[config.mk]
export PLATFORM = sky130hd
export DESIGN_NAME = digit_scan_counter
export DESIGN_NICKNAME = d
export VERILOG_FILES = /design/src/rtl/scan_pkg.sv /design/src/rtl/scan_prescaler.sv /design/src/rtl/digit_scan_counter.sv
export SDC_FILE = /design/constraint.sdc
export NUM_CORES = 1
export LEC_CHECK = 0
export CAP_MARGIN = 20
export CELL_PAD_IN_SITES_DETAIL_PLACEMENT = 1
export CELL_PAD_IN_SITES_GLOBAL_PLACEMENT = 2
export CORE_AREA = 2 2 39 41
export DETAILED_ROUTE_END_ITERATION = 12
export DIE_AREA = 0 0 41 43
export DONT_BUFFER_PORTS = 1
export PLACE_DENSITY = 0.68
export SYNTH_ARGS = -nofsm -noshare
export SYNTH_HDL_FRONTEND = slang
export SYNTH_HIERARCHICAL = 1
export SYNTH_SLANG_ARGS = --single-unit
[constraint.sdc]
create_clock -name clk -period 4.3 [get_ports clk]
set_input_delay 0.645 -clock clk [delete_from_list [all_inputs] [get_ports clk]]
set_output_delay 0.645 -clock clk [all_outputs]
set_load 0.01 [all_outputs]
[src/rtl/scan_pkg.sv]
// Shared constants and helpers for the display digit scan counter.
package scan_pkg;

    localparam int unsigned DEF_DIGITS       = 4;
    localparam int unsigned DEF_PRESCALE     = 16;
    localparam int unsigned DEF_BLANK_CYCLES = 2;
    localparam int unsigned MAX_DIGITS       = 64;

    // One-hot anode pattern for digit idx; callers truncate to their digit count.
    function automatic logic [MAX_DIGITS-1:0] onehot(input int unsigned idx);
        return MAX_DIGITS'(1) << idx;
    endfunction

endpackage

[src/rtl/scan_prescaler.sv]
// Free-running clock divider producing a one-cycle step at terminal count.
module scan_prescaler #(
    parameter int unsigned PRESCALE = scan_pkg::DEF_PRESCALE
) (
    input  logic clk,
    input  logic rst_n,
    input  logic en,
    input  logic clr,
    output logic step
);

    localparam int unsigned PW = (PRESCALE > 1) ? $clog2(PRESCALE) : 1;

    logic [PW-1:0] cnt;
    logic          terminal;

    assign terminal = (cnt == PW'(PRESCALE - 1));
    assign step     = en && !clr && terminal;

    always_ff @(posedge clk or negedge rst_n) begin
        if (!rst_n) begin
            cnt <= '0;
        end else if (clr) begin
            cnt <= '0;
        end else if (en) begin
            cnt <= terminal ? '0 : cnt + PW'(1);
        end
    end

endmodule

[src/rtl/digit_scan_counter.sv]
// Digit-select scan counter for a multiplexed 7-segment display.
// Optional anode blanking after each step is enabled by defining SCAN_BLANK_EN.
module digit_scan_counter
    import scan_pkg::*;
#(
    parameter  int unsigned DIGITS       = DEF_DIGITS,
    parameter  int unsigned PRESCALE     = DEF_PRESCALE,
    parameter  int unsigned BLANK_CYCLES = DEF_BLANK_CYCLES,
    localparam int unsigned CW           = $clog2(DIGITS)
) (
    input  logic              clk,
    input  logic              rst_n,
    input  logic              en,
    input  logic              up,
    input  logic              clr,
    output logic [CW-1:0]     r,
    output logic [DIGITS-1:0] an,
    output logic              tick,
    output logic              wrap
);

    if (DIGITS < 2 || DIGITS > MAX_DIGITS) begin : g_bad_digits
        $error("digit_scan_counter: DIGITS out of range");
    end
    if (PRESCALE < 1 || BLANK_CYCLES >= PRESCALE) begin : g_bad_timing
        $error("digit_scan_counter: need PRESCALE >= 1 and BLANK_CYCLES < PRESCALE");
    end

    logic              step;
    logic [CW-1:0]     r_q;
    logic [CW-1:0]     r_nxt;
    logic              wrap_c;
    logic              tick_q;
    logic              wrap_q;
    logic [DIGITS-1:0] an_oh;

    scan_prescaler #(
        .PRESCALE (PRESCALE)
    ) u_prescaler (
        .clk   (clk),
        .rst_n (rst_n),
        .en    (en),
        .clr   (clr),
        .step  (step)
    );

    // Next digit index with explicit wrap at DIGITS-1 so r never leaves 0..DIGITS-1.
    always_comb begin
        r_nxt  = r_q;
        wrap_c = 1'b0;
        if (up) begin
            wrap_c = (r_q == CW'(DIGITS - 1));
            r_nxt  = wrap_c ? '0 : r_q + CW'(1);
        end else begin
            wrap_c = (r_q == '0);
            r_nxt  = wrap_c ? CW'(DIGITS - 1) : r_q - CW'(1);
        end
    end

    always_ff @(posedge clk or negedge rst_n) begin
        if (!rst_n) begin
            r_q    <= '0;
            tick_q <= 1'b0;
            wrap_q <= 1'b0;
        end else if (clr) begin
            r_q    <= '0;
            tick_q <= 1'b0;
            wrap_q <= 1'b0;
        end else begin
            tick_q <= step;
            wrap_q <= step && wrap_c;
            if (step) begin
                r_q <= r_nxt;
            end
        end
    end

    assign an_oh = DIGITS'(onehot(32'(r_q)));
    assign r     = r_q;
    assign tick  = tick_q;
    assign wrap  = wrap_q;

`ifdef SCAN_BLANK_EN
    localparam int unsigned BW = (BLANK_CYCLES > 0) ? $clog2(BLANK_CYCLES + 1) : 1;

    logic [BW-1:0] blank_q;

    // Remaining anode-off cycles; loaded on each step, counts only while enabled.
    always_ff @(posedge clk or negedge rst_n) begin
        if (!rst_n) begin
            blank_q <= '0;
        end else if (clr) begin
            blank_q <= '0;
        end else if (step) begin
            blank_q <= BW'(BLANK_CYCLES);
        end else if (en && (blank_q != '0)) begin
            blank_q <= blank_q - BW'(1);
        end
    end

    assign an = (blank_q != '0) ? '0 : an_oh;
`else
    assign an = an_oh;
`endif

endmodule

; ---- After elaboration in Yosys (flattened, before gate mapping)
; Cells that the tools add are included.
[op_classes]
mux = 11
add_sub_neg = 3
eq_ne = 2
n_shift = 1
n_reduce_logical = 7
[op_table]
columns = operator, count
row1 = $mux 4, 3
row2 = $mux 2, 5
row3 = $add 4x1->4 const B, 1
row4 = $eq 4x4->1 const B, 1
row5 = $reduce_bool 2->1, 2
row6 = $shl 1x2->4 const A, 1
row7 = $logic_and 1x1->1, 3
row8 = $mux 1, 3
row9 = $add 2x1->2 const B, 1
row10 = $eq 2x2->1 const B, 1
row11 = $logic_not 2->1, 1
row12 = $sub 2x1->2 const B, 1
row13 = $logic_not 1->1, 1
[totals]
input_bits = 5
register_bits = 8
out_inout_bits = 8
word_cells = 28

; ---- Logic depth before layout (Yosys ltp)
[logic_depth]
depth_word = 5
mapped_depth = 5
depth_no_buf = 5

; ---- Modules after synthesis
; The synthesis kept the hierarchy.
[modules_own_cells]
columns = mod, instances, seq_area_each_um2, area_each_um2, cells_per_inst
row1 = digit_scan_counter, 1, 100.1, 239.0, 20
row2 = scan_prescaler, 1, 100.1, 202.7, 21

; ---- Worst setup path before layout
; OpenSTA, ideal clock, no wires.
[synth_timing]
path_type = in2reg
start = in en
end = reg wrap_q, in the netlist wrap
setup_ps = 78
arrival_ps = 1395
stages = 4
slack_ps = 2827
required_ps = 4222
cell_sequence = nand2_2 > nor3_1 > nor2b_4 > a21boi_1
[synth_between]
elab_chain_cells = 4
[synth_lines]
columns = element, line
row1 = start: declaration, digit_scan_counter.sv:13  ; input logic en,
row2 = $logic_and 1x1->1 (2 in series), scan_prescaler.sv:18  ; assign step = en && !clr && terminal;
row3 = via step, digit_scan_counter.sv:29  ; logic step;
row4 = $logic_and 1x1->1, digit_scan_counter.sv:71  ; wrap_q <= step && wrap_c;
row5 = $mux 1, digit_scan_counter.sv:65  ; end else if (clr) begin
row6 = end signal: assignment, digit_scan_counter.sv:71
row7 = end: declaration, digit_scan_counter.sv:34  ; logic wrap_q;
; The timed path passes the listed nets, and every way through them passes these cells.
; A chain may end at the register's enable or synchronous reset.

; ---- Worst setup path in the final report
[layout_timing]
start = reg r_q[0], in the netlist r[0]
end = out an[0]
[layout_between]
elab_chain_cells = 1
[layout_lines]
columns = element, line
row1 = start: declaration, digit_scan_counter.sv:30  ; logic [CW-1:0] r_q;
row2 = start signal: assignment, digit_scan_counter.sv:73  ; r_q <= r_nxt;
row3 = $shl 1x2->4, scan_pkg.sv:11  ; return MAX_DIGITS'(1) << idx;
row4 = end: declaration, digit_scan_counter.sv:17  ; output logic [DIGITS-1:0] an,
; No other way between the ends.

==> flow_summary.yaml <==
clock_network:
  cts-buffers-inserted: 3
  clock_sink_count: 8
  clock_insertion_delay_worst_skew_ns: 0.26
  post_cts.resized_instances: 0
  cts_buffer_depth: 2
  post-cts-setup-buffer-count: 0
  clockRootBuffer: "sky130_fd_sc_hd__clkbuf_4"
  worst_setup_hold_path_clk_slew_ns: 0.06
  ctsHoldBuffers: 0
  htreeDepth: 1
  tritoncts: "built"
place:
  post_place_setup_slack_ns: 2.62
  globalplace.congestion: 0.646
  post-dp-hpwl_um: 742
  place_inst: 57
  io_buffer_count: 0
global_routing:
  grt_first_pass_wirelength_um: 1570
  grt_remaining_overflow: 0
  largest_net_degree_at_the_start_of_global_routing: 9
  grt_use_total: 0.144
  grt_pass1_vias: 342
  antenna_found_initial: 0
power:
  leakage_nw: 0.219
  p_total_mw: 0.144
  irDropWorstVdd_uv: 122
  power.density_cell_area_nw_per_um2: 298
synthesis:
  synth.avg_cell_area_um2: 10.8
  synth-seq-cells: 8
  synth_top_cells_by_area: "sky130_fd_sc_hd__dfrtp_1, sky130_fd_sc_hd__ha_1, sky130_fd_sc_hd__mux2i_1, sky130_fd_sc_hd__nor2_1, sky130_fd_sc_hd__a311oi_2"
  cell_type_contributing_the_most_total_cell_area_after_synthesis: "sky130_fd_sc_hd__dfrtp_1"
  syn_area_um2: 442
  yosysUniqueCellTypes: 20
  postSynthNetCount: 51
  ys_warn_count: 6
  sequential_fraction_of_the_synthesis_area: 0.453
  synth_top_area_share: 0.453
  synth_cells: 41
detailed_routing:
  drt-vias-per-instance: 5.25
  violation_count_after_the_first_detailed_routing_iteration: 1
  post_drt_wl_per_cell_um: 16.3
  ant_nets: 0
  routed-via-count: 315
  detailedRoute.firstPassIterationCount: 2
  drt-total-wl_um: 979
  drc_errors: 0
floorplan:
  floorplan.initialDensity: 0.319
  placement_rows: 14
  io_pins: 13
  die_area_um2: 1760
  die_height_um: 43
  coreArea_um2: 1380
  dieWidth_um: 41
timing:
  final.setup.worst_slack_ns: 2.52
  slew_viol_final: 0
  finalSetupViolations: 0
  final-hold-violation-count: 0
  post-route-min-period_ns: 1.78
  slew_headroom: 0.634
  setup_repair_after_global_routing_missed_its_margin: "false"
  worstMarginPinSlew_ns: 0.545
  timing.clock.skew_ns: 0.00501
  tns_ns: 0
  max_clock_freq_mhz: 561
  min_period_over_period: 0.415
cells_and_area:
  nets: 56
  finalNonFillerCells: 60
  area_delta_synth_final_pct: 9.63
  antenna-diode-count: 0
  post_route_cells_drive_above_1_share: 0.159
critical_path:
  setup.worst_path.class: "flop to output port"
  worstSetupEndpointType: "output port"
  timing.critical_path.from_type: "flop"
  depth_of_the_most_critical_reg_to_reg_path: 5
  crit_fanout: 6
  critical_path_arrival_ns: 1.14
  worstPathRequired_ns: 3.65
min_path:
  hold_path_class: "primary input to asynchronous set/reset pin"
run_status:
  outcome: "complete, no violations"
flow_run:
  max_cap_violations: 0
[synth_stat cells]
cell and count:
sky130_fd_sc_hd__dfrtp_1 8, sky130_fd_sc_hd__ha_1 5, sky130_fd_sc_hd__nor2_1 5, sky130_fd_sc_hd__nand2_1 4, sky130_fd_sc_hd__a21oi_1 2, sky130_fd_sc_hd__inv_1 2, sky130_fd_sc_hd__mux2i_1 2, sky130_fd_sc_hd__a21boi_1 1
sky130_fd_sc_hd__a21o_1 1, sky130_fd_sc_hd__a22o_1 1, sky130_fd_sc_hd__a311oi_2 1, sky130_fd_sc_hd__a31oi_1 1, sky130_fd_sc_hd__nand2_2 1, sky130_fd_sc_hd__nand2b_2 1, sky130_fd_sc_hd__nor2b_4 1, sky130_fd_sc_hd__nor3_1 1
sky130_fd_sc_hd__o21ai_0 1, sky130_fd_sc_hd__or3_1 1, sky130_fd_sc_hd__xnor2_1 1, sky130_fd_sc_hd__xor2_1 1
[layout make-up]
| type | count | area [um2] |
|---|---|---|
| Clock buffer | 3 | 22.5 |
| Inverter | 2 | 7.51 |
| Tap cell | 16 | 20.0 |
| Sequential cell | 8 | 200 |
| Multi-Input combinational cell | 31 | 234 |
| Fill cell | 164 | 900 |
[through the flow]
stage / utilization / hold WS [ns] / area, um2
2_1_floorplan: - / 0.349 / 442
3_3_place_gp: 0.334 / 0.350 / 462
3_5_place_dp: 0.334 / 0.350 / 462
4_1_cts: 0.350 / 0.0701 / 484
5_1_grt: 0.350 / 0.0587 / 484
6_report: 0.350 / 0.0777 / 484
[sequential cells by signal, summed over array words and instances, names as in the netlist]
name             count
r                    2
tick                 1
u_prescaler/cnt      4
wrap                 1
[critical path, stage by stage (launching register included)]
cell and delay (ns):
sky130_fd_sc_hd__dfrtp_1 0.48, sky130_fd_sc_hd__inv_1 0.11, sky130_fd_sc_hd__ha_1 0.29
[path summary, 6_finish.rpt]
| path | start | end | slack (ns) |
|---|---|---|---|
| setup reg to reg | u_prescaler/cnt[0] | wrap | 2.61 |
| max in group asynchronous | rst_n | u_prescaler/cnt[0] | 4.15 |
| min in group clk | clr | r[0] | 0.44 |
| hold reg to reg | u_prescaler/cnt[2] | u_prescaler/cnt[2] | 0.59 |
| hold / removal | rst_n | r[0] | 0.08 |
| setup / recovery | r[0] | an[0] | 2.52 |
[where the power goes]
group          switching (mW)  internal [mW]
clock network          0.0262         0.0320
registers             0.00210         0.0770
logic                 0.00313        0.00365
total                  0.0315          0.113
[cell families after synthesis]
logic type / count (synthesis) / synth area share
xor+xnor: 2 / 0.0397
buf+inv: 2 / 0.0170
fa+ha+maj: 5 / 0.142
mux: 2 / 0.0453
compound gates: 8 / 0.136
simple gates: 14 / 0.167
flops: 8 / 0.453
[metal layers]
metal  GRT usage  wire length [um]  part of all wire  up-vias
met3      0.0628                89             0.091        4
met5           0                 0                 0        -
li1            -                 -                 -      147
met2       0.225               512              0.52       12
met1       0.143               346              0.35      152
met4       0.100                31             0.032        0
[cells in the final DEF (no fill, tap or decap), drive strengths merged, types with 2 or more instances in the layout]
master and count:
mux2i 2, dfrtp 8, nand2 5, a21oi 2, ha 5, clkbuf 3, inv 2, nor2 5
No activity file was read; power rests on OpenSTA's default activity.
